File: config.mk
export PLATFORM = sky130hd
export DESIGN_NAME = mpu_sequencer
export DESIGN_NICKNAME = d
export VERILOG_FILES = /design/src/rtl/mpu_pkg.sv /design/src/rtl/mpu_fetch_timer.sv /design/src/rtl/mpu_sequencer.sv
export SDC_FILE = /design/constraint.sdc
export NUM_CORES = 1
export LEC_CHECK = 0
export CAP_MARGIN = 20
export CORE_MARGIN = 3
export CORE_UTILIZATION = 34
export DETAILED_ROUTE_END_ITERATION = 8
export HOLD_SLACK_MARGIN = 0.08
export MAX_ROUTING_LAYER = met4
export PLACE_DENSITY = 0.88
export REMOVE_ABC_BUFFERS = 1
export SLEW_MARGIN = 10
export SYNTH_ARGS = -nofsm -noshare
export SYNTH_HDL_FRONTEND = slang
export SYNTH_SLANG_ARGS = --single-unit
File: constraint.sdc
create_clock -name sys_clk -period 1.8 [get_ports sys_clk]
set_input_delay 0.27 -clock sys_clk [delete_from_list [all_inputs] [get_ports sys_clk]]
set_output_delay 0.27 -clock sys_clk [all_outputs]
set_load 0.05 [all_outputs]
File: src/rtl/mpu_pkg.sv
// mpu_pkg: shared constants and FSM state encoding for the MPU fetch/issue
// sequencer.
//   ADR_W              MPU address (PC) width
//   INS_W              instruction width
//   INS_BYTES_DEF      default PC step per sequential instruction
//   FETCH_TIMEOUT_DEF  default fetch wait limit in cycles
package mpu_pkg;

    localparam int ADR_W             = 16;
    localparam int INS_W             = 32;
    localparam int INS_BYTES_DEF     = 4;
    localparam int FETCH_TIMEOUT_DEF = 255;

    typedef enum logic [2:0] {
        ST_IDLE      = 3'd0,
        ST_FETCH     = 3'd1,
        ST_ISSUE     = 3'd2,
        ST_WAIT_EXEC = 3'd3,
        ST_HALT      = 3'd4
    } mpu_state_e;

endpackage

File: src/rtl/mpu_fetch_timer.sv
// mpu_fetch_timer: cycle counter that bounds how long a fetch may wait.
//   sys_clk  in   clock
//   sys_rst  in   asynchronous active-high reset
//   clr      in   return the count to zero (wins over cnt)
//   cnt      in   count one cycle
//   expire   out  high on the counting cycle that brings the count to LIMIT
module mpu_fetch_timer #(
    parameter int LIMIT = 255
) (
    input  logic sys_clk,
    input  logic sys_rst,
    input  logic clr,
    input  logic cnt,
    output logic expire
);

    localparam int W = $clog2(LIMIT + 1);

    logic [W-1:0] count_q, count_d;

    always_comb begin
        count_d = count_q;
        if (clr)
            count_d = '0;
        else if (cnt)
            count_d = count_q + W'(1);
    end

    always_ff @(posedge sys_clk or posedge sys_rst) begin
        if (sys_rst)
            count_q <= '0;
        else
            count_q <= count_d;
    end

    // The count starts at zero on the first waiting cycle, so the LIMIT-th
    // waiting cycle is the one that sees LIMIT-1.
    assign expire = cnt && (count_q == W'(LIMIT - 1));

endmodule

File: src/rtl/mpu_sequencer.sv
// mpu_sequencer: fetch/issue controller for the MPU program counter.
// Drives the external PC counter, fetches from imem at pc, hands the
// instruction to execute, then steps, jumps or halts on the execute result.
//   sys_clk, sys_rst           clock, async active-high reset
//   start, start_adr           begin execution (honoured in IDLE/HALT)
//   halted, fault              status; fault is a sticky fetch timeout
//   pc_en/pc_incr/pc_load/pc_data  counter controls; pc is the counter value
//   imem_req/imem_adr/imem_ack/imem_dat  instruction fetch port
//   ins_valid/ins/ins_ready    instruction handoff to execute
//   exe_done/exe_jmp/exe_target/exe_halt  execute completion result
module mpu_sequencer
    import mpu_pkg::*;
#(
    parameter int INS_BYTES     = INS_BYTES_DEF,
    parameter int FETCH_TIMEOUT = FETCH_TIMEOUT_DEF
) (
    input  logic             sys_clk,
    input  logic             sys_rst,
    input  logic             start,
    input  logic [ADR_W-1:0] start_adr,
    output logic             halted,
    output logic             fault,
    output logic             pc_en,
    output logic [ADR_W-1:0] pc_incr,
    output logic             pc_load,
    output logic [ADR_W-1:0] pc_data,
    input  logic [ADR_W-1:0] pc,
    output logic             imem_req,
    output logic [ADR_W-1:0] imem_adr,
    input  logic             imem_ack,
    input  logic [INS_W-1:0] imem_dat,
    output logic             ins_valid,
    output logic [INS_W-1:0] ins,
    input  logic             ins_ready,
    input  logic             exe_done,
    input  logic             exe_jmp,
    input  logic [ADR_W-1:0] exe_target,
    input  logic             exe_halt
);

    mpu_state_e       state_q, state_d;
    logic             fault_q, fault_d;
    logic [INS_W-1:0] ins_q, ins_d;
    logic             in_fetch;
    logic             tmr_expire;

    assign in_fetch = (state_q == ST_FETCH);

    mpu_fetch_timer #(.LIMIT(FETCH_TIMEOUT)) u_timer (
        .sys_clk (sys_clk),
        .sys_rst (sys_rst),
        .clr     (!in_fetch || imem_ack),
        .cnt     (in_fetch),
        .expire  (tmr_expire)
    );

    // pc_en/pc_load are decoded in the cycle that transitions into FETCH, so
    // the counter updates on that same edge and pc is correct on the first
    // FETCH cycle.
    always_comb begin
        state_d = state_q;
        fault_d = fault_q;
        ins_d   = ins_q;
        pc_en   = 1'b0;
        pc_load = 1'b0;
        pc_data = '0;
        case (state_q)
            ST_IDLE, ST_HALT: begin
                if (start) begin
                    pc_load = 1'b1;
                    pc_data = start_adr;
                    fault_d = 1'b0;
                    state_d = ST_FETCH;
                end
            end
            ST_FETCH: begin
                // ack wins over a simultaneous timeout
                if (imem_ack) begin
                    ins_d   = imem_dat;
                    state_d = ST_ISSUE;
                end else if (tmr_expire) begin
                    fault_d = 1'b1;
                    state_d = ST_HALT;
                end
            end
            ST_ISSUE: begin
                if (ins_ready)
                    state_d = ST_WAIT_EXEC;
            end
            ST_WAIT_EXEC: begin
                if (exe_done) begin
                    if (exe_halt) begin
                        state_d = ST_HALT;
                    end else if (exe_jmp) begin
                        pc_load = 1'b1;
                        pc_data = exe_target;
                        state_d = ST_FETCH;
                    end else begin
                        pc_en   = 1'b1;
                        state_d = ST_FETCH;
                    end
                end
            end
            default: state_d = ST_IDLE;
        endcase
    end

    always_ff @(posedge sys_clk or posedge sys_rst) begin
        if (sys_rst) begin
            state_q <= ST_IDLE;
            fault_q <= 1'b0;
            ins_q   <= '0;
        end else begin
            state_q <= state_d;
            fault_q <= fault_d;
            ins_q   <= ins_d;
        end
    end

    // Request decoded from state so reset drops it without waiting for a clock.
    assign imem_req  = in_fetch;
    assign imem_adr  = pc;
    assign ins_valid = (state_q == ST_ISSUE);
    assign ins       = ins_q;
    assign halted    = (state_q == ST_IDLE) || (state_q == ST_HALT);
    assign fault     = fault_q;
    assign pc_incr   = ADR_W'(INS_BYTES);

endmodule
==> out/results.ini <==
[power_and_ir_drop]
worst_ir_drop_vdd_mv = 0.883
powerDensity_nw_per_um2 = 1690
cellLeakagePower_nw = 1.76

[logic_synthesis]
synth.distinct_cells = 38
ys_ff_latch = 44
async_flop_share = 1.00
synth_edf_count = 0
yosysWarnings = 0
synth_top_area_share = 0.481
synth_flop_cell = dfrtp_1
syn_area_per_cell_um2 = 11.9
yosys.area.top_type = dfrtp_1
yosysSeqAreaShare = 0.481
synth_area_leaders = dfrtp_1 (48%), mux2_2 (16%), buf_4 (11%)
syn_inst = 192
synth_area_um2 = 2290

[placement]
dp_hpwl_um = 4910
dp.cells = 382
io_buffers = 125
gp_congestion = 0.734

[detailed_routing]
wl_per_cell_um = 17.6
drtIter0Drc = 55
routed_wl_um = 7000
via_per_inst = 4.93
antenna_left = 0
drc = 0
first_pass_iters = 4
num_vias = 1958

[grt]
antenna_found_initial = 0
grt_pass1_vias = 1898
grt_pass1_wl_um = 9300
track_usage = 0.160
grt_max_degree = 31
grt-ovfl-total = 0

[critical_path]
cp-start-kind = register
path_max_fanout = 8
arrival_ns = 1.79
r2r-end = state_q[2]
worst-setup-path-type = register to primary output
r2r_start = state_q[1]
r2r_setup_slack_ns = 0.05
reg2reg_depth = 5
cp.required_ns = 1.53
worstSetupEndpointType = primary output

[timing]
finalCritPeriodShare = 1.14
hold_viol = 0
slew_headroom = 0.613
slew_violations = 0
tightestPinTransition_ns = 0.577
clock.fmax_mhz = 486
fin_skew_ns = 0.00878
setup_tns_ns = -3.15
grt_setup_unrepaired = yes
setup_viol = 17
finalCriticalPeriod_ns = 2.06
fin_ws_ns = -0.257

[layout]
syn2layout_area_growth_pct = 79.9
final_nets = 409
post_layout_nonfiller_instances = 397
final_cell_mix = clkdlybuf4s50_1 (101), dfrtp_1 (42), mux2_2 (32)
layout-drive-gt1-share = 0.347
layout_commonest_cell = clkdlybuf4s50_1
diodes = 0

[cts]
cts_tree = built
cts_buffers = 5
htree_levels = 2
clock_latency_ns = 0.29
clk_pin_slew_ns = 0.08
clockBufferDepth = 2
cts.sinks = 44
clockRootBuffer = clkbuf_8

[hold_path]
min_path_type = primary input to async pin

[floorplanning]
start_util = 0.357
ios = 174
die_h_um = 88.1
die_area_um2 = 7760
fp.dieW_um = 88.1
fp-row-count = 29
coreArea_um2 = 6420

[status]
status = complete, but fails checks
violations = negative setup slack

[run]
cap_violations = 0

==> cells by family after synthesis <==
kind of cell | after synthesis | share of synthesized area
other | 2 | 0.00328
buffers and inverters | 44 | 0.133
xor gates and xnor gates | 3 | 0.0115
adders and majority gates | 2 | 0.0109
muxes | 33 | 0.162
and+or+nand+nor | 33 | 0.0885
AOI/OAI and AO/OA | 31 | 0.110
DFF | 44 | 0.481
==> per-stage QoR <==
step,hold slack (ns),setup slack [ns],utilization,power [W],instance area [µm²]
final,0.279,-0.257,0.642,0.00698,4120
after global routing,0.298,-0.323,0.642,0.00728,4120
after CTS,0.275,-0.208,0.622,0.00694,4000
after detailed placement,0.487,-0.158,0.587,0.00602,3770
after global placement,0.468,-0.113,0.587,0.00594,3770
after floorplan,0.344,-1.37,-,0.00421,2050
==> layer usage <==
layer / vias up / share of wire / GRT usage
met2: 112 / 0.53 / 0.263
li1: 882 / - / -
met5: - / 0 / -
met3: 6 / 0.084 / 0.0546
met1: 958 / 0.38 / 0.187
met4: 0 / 0.012 / 0.0453
==> critical path, cell delays in order (launching register included) <==
cell	delay, ns
dfrtp_1	0.39
nand2b_4	0.15
nor4b_4	0.28
buf_4	0.17
clkbuf_16	0.14
a22o_1	0.20
buf_12	0.15
==> layout make-up <==
type                    instances  area, µm²
repair buffers                148       1720
flip-flops and latches         44       1100
clock inverters                 2       38.8
fillers                       474       2300
inverters                       2       7.51
well taps                      77       96.3
multi-input cells             118       1070
clock buffers                   6       82.6
==> state kept, by name, indices dropped and copies added (netlist names) <==
| name | flops |
|---|---|
| u_timer.count_q | 8 |
| state_q | 3 |
| fault | 1 |
| ins | 32 |
==> synth_stat cells (all sizes together) (2+ instances only) <==
| cell type | n |
|---|---|
| nor4b | 2 |
| conb | 2 |
| xor2 | 2 |
| and2 | 2 |
| nor2 | 8 |
| buf | 40 |
| o21ai | 3 |
| a21oi | 4 |
| nand2 | 4 |
| a22o | 17 |
| or3 | 4 |
| inv | 2 |
| ha | 2 |
| nand3 | 4 |
| mux2 | 33 |
| dfrtp | 44 |
| clkbuf | 2 |
==> how the worst max path moves through the flow <==
stage | from | to | slack [ns] | depth (start not counted)
floorplan | state_q[0] | ins[0] | -1.37 | 3
global placement | exe_done | pc_data[0] | -0.11 | 6
detailed placement | exe_done | pc_data[9] | -0.16 | 6
CTS | state_q[2] | pc_data[11] | -0.21 | 5
global route | state_q[2] | pc_data[1] | -0.32 | 6
finish | state_q[2] | pc_data[1] | -0.26 | 6
==> power breakdown <==
group          internal (W)  switching [W]
Clock              0.000454       0.000336
Combinational       0.00194        0.00263
Sequential          0.00140       0.000213
Total               0.00380        0.00318
==> repair_timing <==
item / 4_1_cts / 5_1_grt
endpoints found under the setup margin: 18 / 51
endpoints found under the hold margin: 0 / 0
cloned: 1 / 1
gates resized for setup: 9 / 14
hold buffers: 0 / 0
buffers inserted: 4 / 1
pin swaps: 15 / 4
(Power assumes the default switching activity.)
